--- src/rtl/z80_int_pkg.sv ---
// Shared types and helpers for the Z80 IM2 interrupt responder.
package z80_int_pkg;

    // Acknowledge sequencer states.
    typedef enum logic {
        IDLE,
        ACK
    } ack_state_t;

    // RETI opcode decoder states.
    typedef enum logic {
        R_IDLE,
        R_ED
    } reti_state_t;

    localparam logic [7:0] OP_ED    = 8'hED;
    localparam logic [7:0] OP_RETI2 = 8'h4D;

    // Result of a priority search: index of lowest set bit and whether any bit was set.
    typedef struct packed {
        logic       valid;
        logic [2:0] idx;
    } prio_t;

    // Lowest-index set bit wins.
    function automatic prio_t prio_enc(input logic [7:0] v);
        prio_t r;
        r.valid = 1'b0;
        r.idx   = '0;
        for (int unsigned i = 0; i < 8; i++) begin
            if (v[i] && !r.valid) begin
                r.valid = 1'b1;
                r.idx   = 3'(i);
            end
        end
        return r;
    endfunction

endpackage

--- src/rtl/z80_reti_decode.sv ---
// Watches opcode fetches for the two-byte RETI sequence ED 4D and emits a
// single-cycle pulse when the second byte is captured.
module z80_reti_decode
    import z80_int_pkg::*;
(
    input  logic       clk,
    input  logic       fpga_reset,
    input  logic       enable,
    input  logic       nM1,
    input  logic       nMREQ,
    input  logic       nRD,
    input  logic [7:0] D_in,
    output logic       reti_pulse
);

    logic        fetch_q;
    logic        capture;
    reti_state_t rstate;
    reti_state_t rstate_next;

    // Remember whether the previous cycle was an M1 opcode read, and hold decoder state.
    always_ff @(posedge clk or posedge fpga_reset) begin
        if (fpga_reset) begin
            fetch_q <= 1'b0;
            rstate  <= R_IDLE;
        end else begin
            fetch_q <= ~nM1 & ~nMREQ & ~nRD;
            rstate  <= rstate_next;
        end
    end

    // Capture the opcode at the end of the fetch read and step the ED/4D matcher.
    always_comb begin
        rstate_next = rstate;
        reti_pulse  = 1'b0;
        capture     = enable & fetch_q & nRD;
        if (capture) begin
            case (rstate)
                R_IDLE: begin
                    if (D_in == OP_ED) rstate_next = R_ED;
                end
                R_ED: begin
                    if (D_in == OP_RETI2) begin
                        reti_pulse  = 1'b1;
                        rstate_next = R_IDLE;
                    end else if (D_in == OP_ED) begin
                        rstate_next = R_ED;
                    end else begin
                        rstate_next = R_IDLE;
                    end
                end
                default: rstate_next = R_IDLE;
            endcase
        end
    end

endmodule

--- src/rtl/z80_int_ctrl.sv ---
// Z80 mode-2 interrupt responder: latches peripheral request edges, drives
// nINT for the best eligible source, returns its vector during the
// acknowledge cycle and retires in-service levels on RETI.
module z80_int_ctrl
    import z80_int_pkg::*;
#(
    parameter int unsigned NSRC         = 8,
    parameter logic [7:0]  VECTOR_BASE  = 8'h00,
    parameter logic [7:0]  SPURIOUS_VEC = 8'hFF
) (
    input  logic            clk,
    input  logic            fpga_reset,
    input  logic [NSRC-1:0] irq_req,
    input  logic [NSRC-1:0] irq_mask,
    input  logic            nM1,
    input  logic            nMREQ,
    input  logic            nIORQ,
    input  logic            nRD,
    input  logic [7:0]      D_in,
    output logic [7:0]      D_out,
    output logic            D_oe,
    output logic            nINT,
    output logic [NSRC-1:0] in_service,
    output logic [NSRC-1:0] pending
);

    ack_state_t      state;
    ack_state_t      state_next;
    logic            ack_enter;
    logic            ack_exit;
    logic            reti_pulse;
    logic            seen;
    logic [NSRC-1:0] req_prev;
    logic [NSRC-1:0] req_edge;
    logic [NSRC-1:0] eligible;
    logic [NSRC-1:0] grant_oh;
    logic [NSRC-1:0] reti_clr;
    logic [7:0]      elig8;
    logic [7:0]      insvc8;
    prio_t           win;
    prio_t           svc_low;

    z80_reti_decode u_reti (
        .clk        (clk),
        .fpga_reset (fpga_reset),
        .enable     (state == IDLE),
        .nM1        (nM1),
        .nMREQ      (nMREQ),
        .nRD        (nRD),
        .D_in       (D_in),
        .reti_pulse (reti_pulse)
    );

    // Edge detect and eligibility: a source is blocked by any in-service level at or above its own priority.
    always_comb begin
        req_edge = irq_req & ~req_prev;
        eligible = '0;
        seen     = 1'b0;
        for (int unsigned i = 0; i < NSRC; i++) begin
            seen        = seen | in_service[i];
            eligible[i] = pending[i] & ~irq_mask[i] & ~seen;
        end
    end

    // Pick the grant winner and the in-service level a RETI retires, as one-hot masks.
    always_comb begin
        elig8               = '0;
        insvc8              = '0;
        elig8[NSRC-1:0]     = eligible;
        insvc8[NSRC-1:0]    = in_service;
        win                 = prio_enc(elig8);
        svc_low             = prio_enc(insvc8);
        grant_oh            = '0;
        reti_clr            = '0;
        for (int unsigned i = 0; i < NSRC; i++) begin
            grant_oh[i] = ack_enter & win.valid & (win.idx == 3'(i));
            reti_clr[i] = reti_pulse & svc_low.valid & (svc_low.idx == 3'(i));
        end
    end

    // Acknowledge sequencer state register.
    always_ff @(posedge clk or posedge fpga_reset) begin
        if (fpga_reset) state <= IDLE;
        else            state <= state_next;
    end

    // Acknowledge next-state: enter on M1+IORQ, leave when IORQ is released.
    always_comb begin
        state_next = state;
        ack_enter  = 1'b0;
        ack_exit   = 1'b0;
        case (state)
            IDLE: begin
                if (!nM1 && !nIORQ) begin
                    state_next = ACK;
                    ack_enter  = 1'b1;
                end
            end
            ACK: begin
                if (nIORQ) begin
                    state_next = IDLE;
                    ack_exit   = 1'b1;
                end
            end
            default: state_next = IDLE;
        endcase
    end

    // Request/service bookkeeping, nINT and the vector output; a fresh edge beats a same-cycle grant clear.
    always_ff @(posedge clk or posedge fpga_reset) begin
        if (fpga_reset) begin
            req_prev   <= '0;
            pending    <= '0;
            in_service <= '0;
            nINT       <= 1'b1;
            D_oe       <= 1'b0;
            D_out      <= '0;
        end else begin
            req_prev   <= irq_req;
            pending    <= (pending & ~grant_oh) | req_edge;
            in_service <= (in_service & ~reti_clr) | grant_oh;
            nINT       <= (state_next == ACK) ? 1'b1 : ~(|eligible);
            if (ack_enter) begin
                D_oe  <= 1'b1;
                D_out <= win.valid ? (VECTOR_BASE + {4'b0000, win.idx, 1'b0}) : SPURIOUS_VEC;
            end else if (ack_exit) begin
                D_oe  <= 1'b0;
            end
        end
    end

endmodule

--- config.mk ---
export PLATFORM = sky130hd
export DESIGN_NAME = z80_int_ctrl
export DESIGN_NICKNAME = d
export VERILOG_FILES = /design/src/rtl/z80_int_pkg.sv /design/src/rtl/z80_reti_decode.sv /design/src/rtl/z80_int_ctrl.sv
export SDC_FILE = /design/constraint.sdc
export NUM_CORES = 1
export LEC_CHECK = 0
export ABC_AREA = 1
export BUFFER_PORTS_ARGS = -buffer_cell sky130_fd_sc_hd__buf_4
export CAP_MARGIN = 10
export CORE_MARGIN = 3
export CORE_UTILIZATION = 45
export DETAILED_ROUTE_END_ITERATION = 7
export PLACE_DENSITY = 0.74
export SLEW_MARGIN = 10
export SYNTH_ARGS = -nofsm -noshare
export SYNTH_HDL_FRONTEND = slang
export SYNTH_SLANG_ARGS = --single-unit
--- constraint.sdc ---
create_clock -name clk -period 1.65 [get_ports clk]
set_input_delay 0.0825 -clock clk [delete_from_list [all_inputs] [get_ports clk]]
set_output_delay 0.0825 -clock clk [all_outputs]
set_load 0.02 [all_outputs]
==> results summary <==
The post-layout worst setup margin is -0.137 ns. The data required time at the worst endpoint is 1.83 ns. The number of buffers created by CTS is 5. The cell sitting at the root of the clock tree is a sky130_fd_sc_hd__clkbuf_8.

The design internal power is 0.00213 W. The maximum fanout along the worst path is 7. The area of the core is 0.00347 sq mm. STA classifies the critical path endpoint as a flop. The synthesized-area fraction occupied by xor and xnor cells came out at 0.

The netlist area before placement came out at 0.00168 sq mm. The number of input and output port buffers inserted is 55. From synthesis to final layout, the design area changed by 56.0%.

The cell type group with the largest total delay on the critical path is simple AND/OR/NAND/NOR gates. The max-slew violation total from the final report came out at 0. On the critical path, the stage with the largest delay is an instance of sky130_fd_sc_hd__dfrtp_2.

The number of nets handed over by synthesis was 225. Setup repair after global routing could not meet its margin everywhere. The final design utilization came out at 0.755. The simple-gate share of the synthesized area came out at 0.290.

The global-route met2 utilization came out at 0.347. Of the total synthesized cell area, the portion taken by full adders, half adders and majority gates is 0. The antenna diode instance count is 0. The maximum buffer depth of the clock tree is 2. The I/O pin count is 56. The type of origin of the critical path is a flop. The number of remaining DRC errors came out at 0. The relative contribution of sequential cells to total power is 0.317. The register bit total from synthesis is 33. The startpoint identified for the worst hold timing path is D_in[1]. The clock-pin slew on the worst setup and hold paths came out at 0.06 ns. Routability-driven placement finished with a final weighted congestion of 0.817. The unique cell type count in the Yosys netlist is 32. Yosys attributes the largest share of cell area to sky130_fd_sc_hd__dfrtp_1 48%, sky130_fd_sc_hd__inv_1 7.6%, sky130_fd_sc_hd__nand2_1 7.6%. The number of hold violations in the final report is 0. The count of standard-cell rows is 21. The share of post-route cells with drive strength above 1 came out at 0.428. The path class of the lowest-slack min-delay path is in -> reg. The number of optimization iterations in the first detailed-route pass came out at 5. The total overflow left after global routing is 0. The detail route stage leaves a number of antenna-violating nets equal to 0. The power after layout came out at 0.00350 W. The clock drives 33 sinks. Of the total power, the share spent switching nets is 0.391. Along the worst hold path, the cell count comes to 3. During synthesis, Yosys emitted a total of 0 warnings.

The share of power burned in combinational logic came out at 0.494. At the pin with the least slew margin, the transition time is 0.413 ns. The number of design-rule violations left by the first detailed-router iteration came out at 62.

The data arrival time of the worst path came out at 1.97 ns. The ratio of total power to cell area is 1340 mW/mm^2. The largest vdd supply drop is 707 uV. The fraction of met1 tracks used by global routing came out at 0.238. The worst slew slack as a fraction of its limit is 0.725. The number of cells in the finished layout apart from fillers is 338. The first-pass GRT wire length is 6690 um. The highest clock frequency the design can meet is 559 MHz. The synthesized design spends more area on one cell type than any other, namely sky130_fd_sc_hd__dfrtp_1. The number of cells produced by synthesis is 195. The final clock skew is 0.000915 ns. The clock reaches the later pin of the worst-skew pair after 0.29 ns. Subtracting the final worst setup slack from the clock period gives 1.79 ns.

The critical setup path kind is reg -> reg. The worst stage delay on the critical path is 0.42 ns. The total of endpoints with negative setup slack in the final report is 17.

A synthesized cell averages 8.61 sq um. In the synthesized netlist, the cells that appear most often are 34 x sky130_fd_sc_hd__inv_1, 34 x sky130_fd_sc_hd__nand2_1, 32 x sky130_fd_sc_hd__dfrtp_1. The final net count came out at 321. The via density per instance is 4.72. After synthesis, the largest family of logic cells by area is simple AND/OR/NAND/NOR gates. The critical register-to-register path endpoint is pending[3]$_DFF_PP0_.

Traced cell by cell, the critical path runs through nor2_4 -> nand2_4 -> nor2_8 -> nand3_2 -> clkinv_2 -> nand2_4 -> nor2_2 -> nor2_2 -> o21ai_2 -> nand2_2 -> nand2_1 -> nand2_1. The effective utilization at floorplan came out at 0.484. The number of flops mapped to enable cells by yosys came out at 0.

The path depth of the worst reg2reg path is 12. The worst register-to-register path begins at in_service[1]$_DFF_PP0_. For this run, asynchronously set or reset flops after synthesis account for 1.00. The fraction of the yosys area taken by sequential cells is 0.493.

For hold timing, the worst endpoint is u_reti.rstate$_DFFE_PP0P_. The H-tree depth came out at 2. The per-cell routed wire length is 12.1 um.

The number of antenna violations at the first check in global routing is 0. The die covers 0.00450 sq mm. The fraction of synthesized cell area taken by the top area cell type is 0.477. The mux contribution to synthesized area is 0. Summing over every cut layer, the via total after detailed routing is 1594.

The overall track demand over capacity in global routing came out at 0.204. The pin count of the biggest net entering global routing came out at 34. The final HPWL from detailed placement came out at 2940 um.

The reported max-cap violation count is 0. The top flip-flop cell by instance count after synthesis is sky130_fd_sc_hd__dfrtp_1. The final routed wirelength across all metal layers came out at 4100 um. The checks that failed: negative setup slack. The die is 67.1 um tall. The net switching component of the power came out at 0.00137 W. The via count of the first global-routing pass is 1555. The total instance count after detailed placement is 311. The compound-gate portion of the synthesized area came out at 0.114. Across all register-to-register paths, the minimum setup slack is -0.14 ns. In this run the horizontal extent of the chip is 67.1 um. Of the total power, the clock network draws 0.190. The number of buffers and inverters on the critical path is 1.

In the finished design, the share of the clock period the worst path needs comes to 1.08. The flow ran to the end, but the final reports show violations. TritonCTS built the clock tree. For this run, global-route usage on met3 was measured as 0.0422. The reported leakage power came out at 1.39 nW. After global routing, the most crowded layer is met2.
==> cell families after synthesis <==
kind of cell / Yosys count
simple gates: 87
buf+inv: 42
flops: 33
compound gates: 33
==> through the flow <==
| step | instance area, sq um | hold slack (ns) | TNS (ns) | worst slack [ns] |
|---|---|---|---|---|
| floorplan | 1690 | 0.114 | -0.0865 | -0.0413 |
| global placement | 2270 | 0.200 | -0.276 | -0.0497 |
| detailed placement | 2270 | 0.202 | -0.596 | -0.113 |
| CTS | 2550 | 0.164 | -0.327 | -0.0972 |
| global route | 2620 | 0.174 | -2.76 | -0.242 |
| finish | 2620 | 0.164 | -1.04 | -0.137 |
==> tightest hold or removal path: stages <==
cell and delay [ns]:
sky130_fd_sc_hd__buf_4 0.08, sky130_fd_sc_hd__nor3b_1 0.04, sky130_fd_sc_hd__a32o_1 0.21
==> registers in the layout (all words and copies together) (netlist names) <==
signal / cells
state: 1
D_out: 4
u_reti.fetch_q: 1
req_prev: 8
u_reti.rstate: 1
D_oe: 1
pending: 8
nINT: 1
in_service: 8
==> power by group through the flow <==
stage	Clock, W	Sequential, W	Combinational [W]
3_3_place_gp	0	0.00112	0.00153
5_1_grt	0.000722	0.00113	0.00187
6_report	0.000664	0.00111	0.00173
4_1_cts	0.000679	0.00111	0.00164
2_1_floorplan	0	0.00133	0.000676
3_5_place_dp	0	0.00112	0.00153
==> area by class of cell <==
cell class / instances / area [sq um]
flip-flops and latches: 33 / 831
multi-input cells: 120 / 744
well taps: 46 / 57.6
fillers: 277 / 848
clock inverters: 1 / 5.00
repair buffers: 93 / 734
inverters: 38 / 151
clock buffers: 7 / 96.3
==> cells in the final DEF (no fill, tap or decap), types with 2 or more instances in the layout <==
master and n:
sky130_fd_sc_hd__a21oi_1 6, sky130_fd_sc_hd__a31oi_1 2, sky130_fd_sc_hd__buf_4 79, sky130_fd_sc_hd__clkbuf_8 7
sky130_fd_sc_hd__clkinv_2 2, sky130_fd_sc_hd__dfrtp_1 29, sky130_fd_sc_hd__dfrtp_2 3, sky130_fd_sc_hd__dlygate4sd3_1 13
sky130_fd_sc_hd__inv_1 34, sky130_fd_sc_hd__nand2_1 31, sky130_fd_sc_hd__nand2_2 2, sky130_fd_sc_hd__nand2_4 4
sky130_fd_sc_hd__nand3_1 7, sky130_fd_sc_hd__nand3_2 2, sky130_fd_sc_hd__nand3_4 4, sky130_fd_sc_hd__nor2_1 19
sky130_fd_sc_hd__nor2_2 5, sky130_fd_sc_hd__nor2_4 3, sky130_fd_sc_hd__nor3_1 4, sky130_fd_sc_hd__o21ai_0 11
sky130_fd_sc_hd__o21ai_1 4, sky130_fd_sc_hd__o21ai_2 5
==> metal layers <==
layer  vias to the layer above  wire length, um  share of wire
li1                        810                -              -
met1                       724             1730           0.42
met2                        52             2020           0.49
met3                         8              271          0.066
met4                         0               85          0.021
met5                         -                0              0
==> worst max path at each step <==
| stage | startpoint | to | depth (start not counted) |
|---|---|---|---|
| floorplan | in_service[1]$_DFF_PP0_ | pending[3]$_DFF_PP0_ | 12 |
| global placement | in_service[1]$_DFF_PP0_ | pending[3]$_DFF_PP0_ | 12 |
| detailed placement | in_service[1]$_DFF_PP0_ | pending[3]$_DFF_PP0_ | 12 |
| CTS | in_service[0]$_DFF_PP0_ | pending[3]$_DFF_PP0_ | 12 |
| global route | in_service[1]$_DFF_PP0_ | pending[0]$_DFF_PP0_ | 12 |
| finish | in_service[1]$_DFF_PP0_ | pending[3]$_DFF_PP0_ | 12 |
==> what timing repair did <==
action | 4_1_cts | 5_1_grt
pin swaps | 1 | 6
setup buffers | 4 | 2
resized for setup | 6 | 19
hold buffers | 13 | 0
hold endpoints to repair | 44 | 0
endpoints found under the setup margin | 14 | 17
Power figures use the tool's default switching activity.
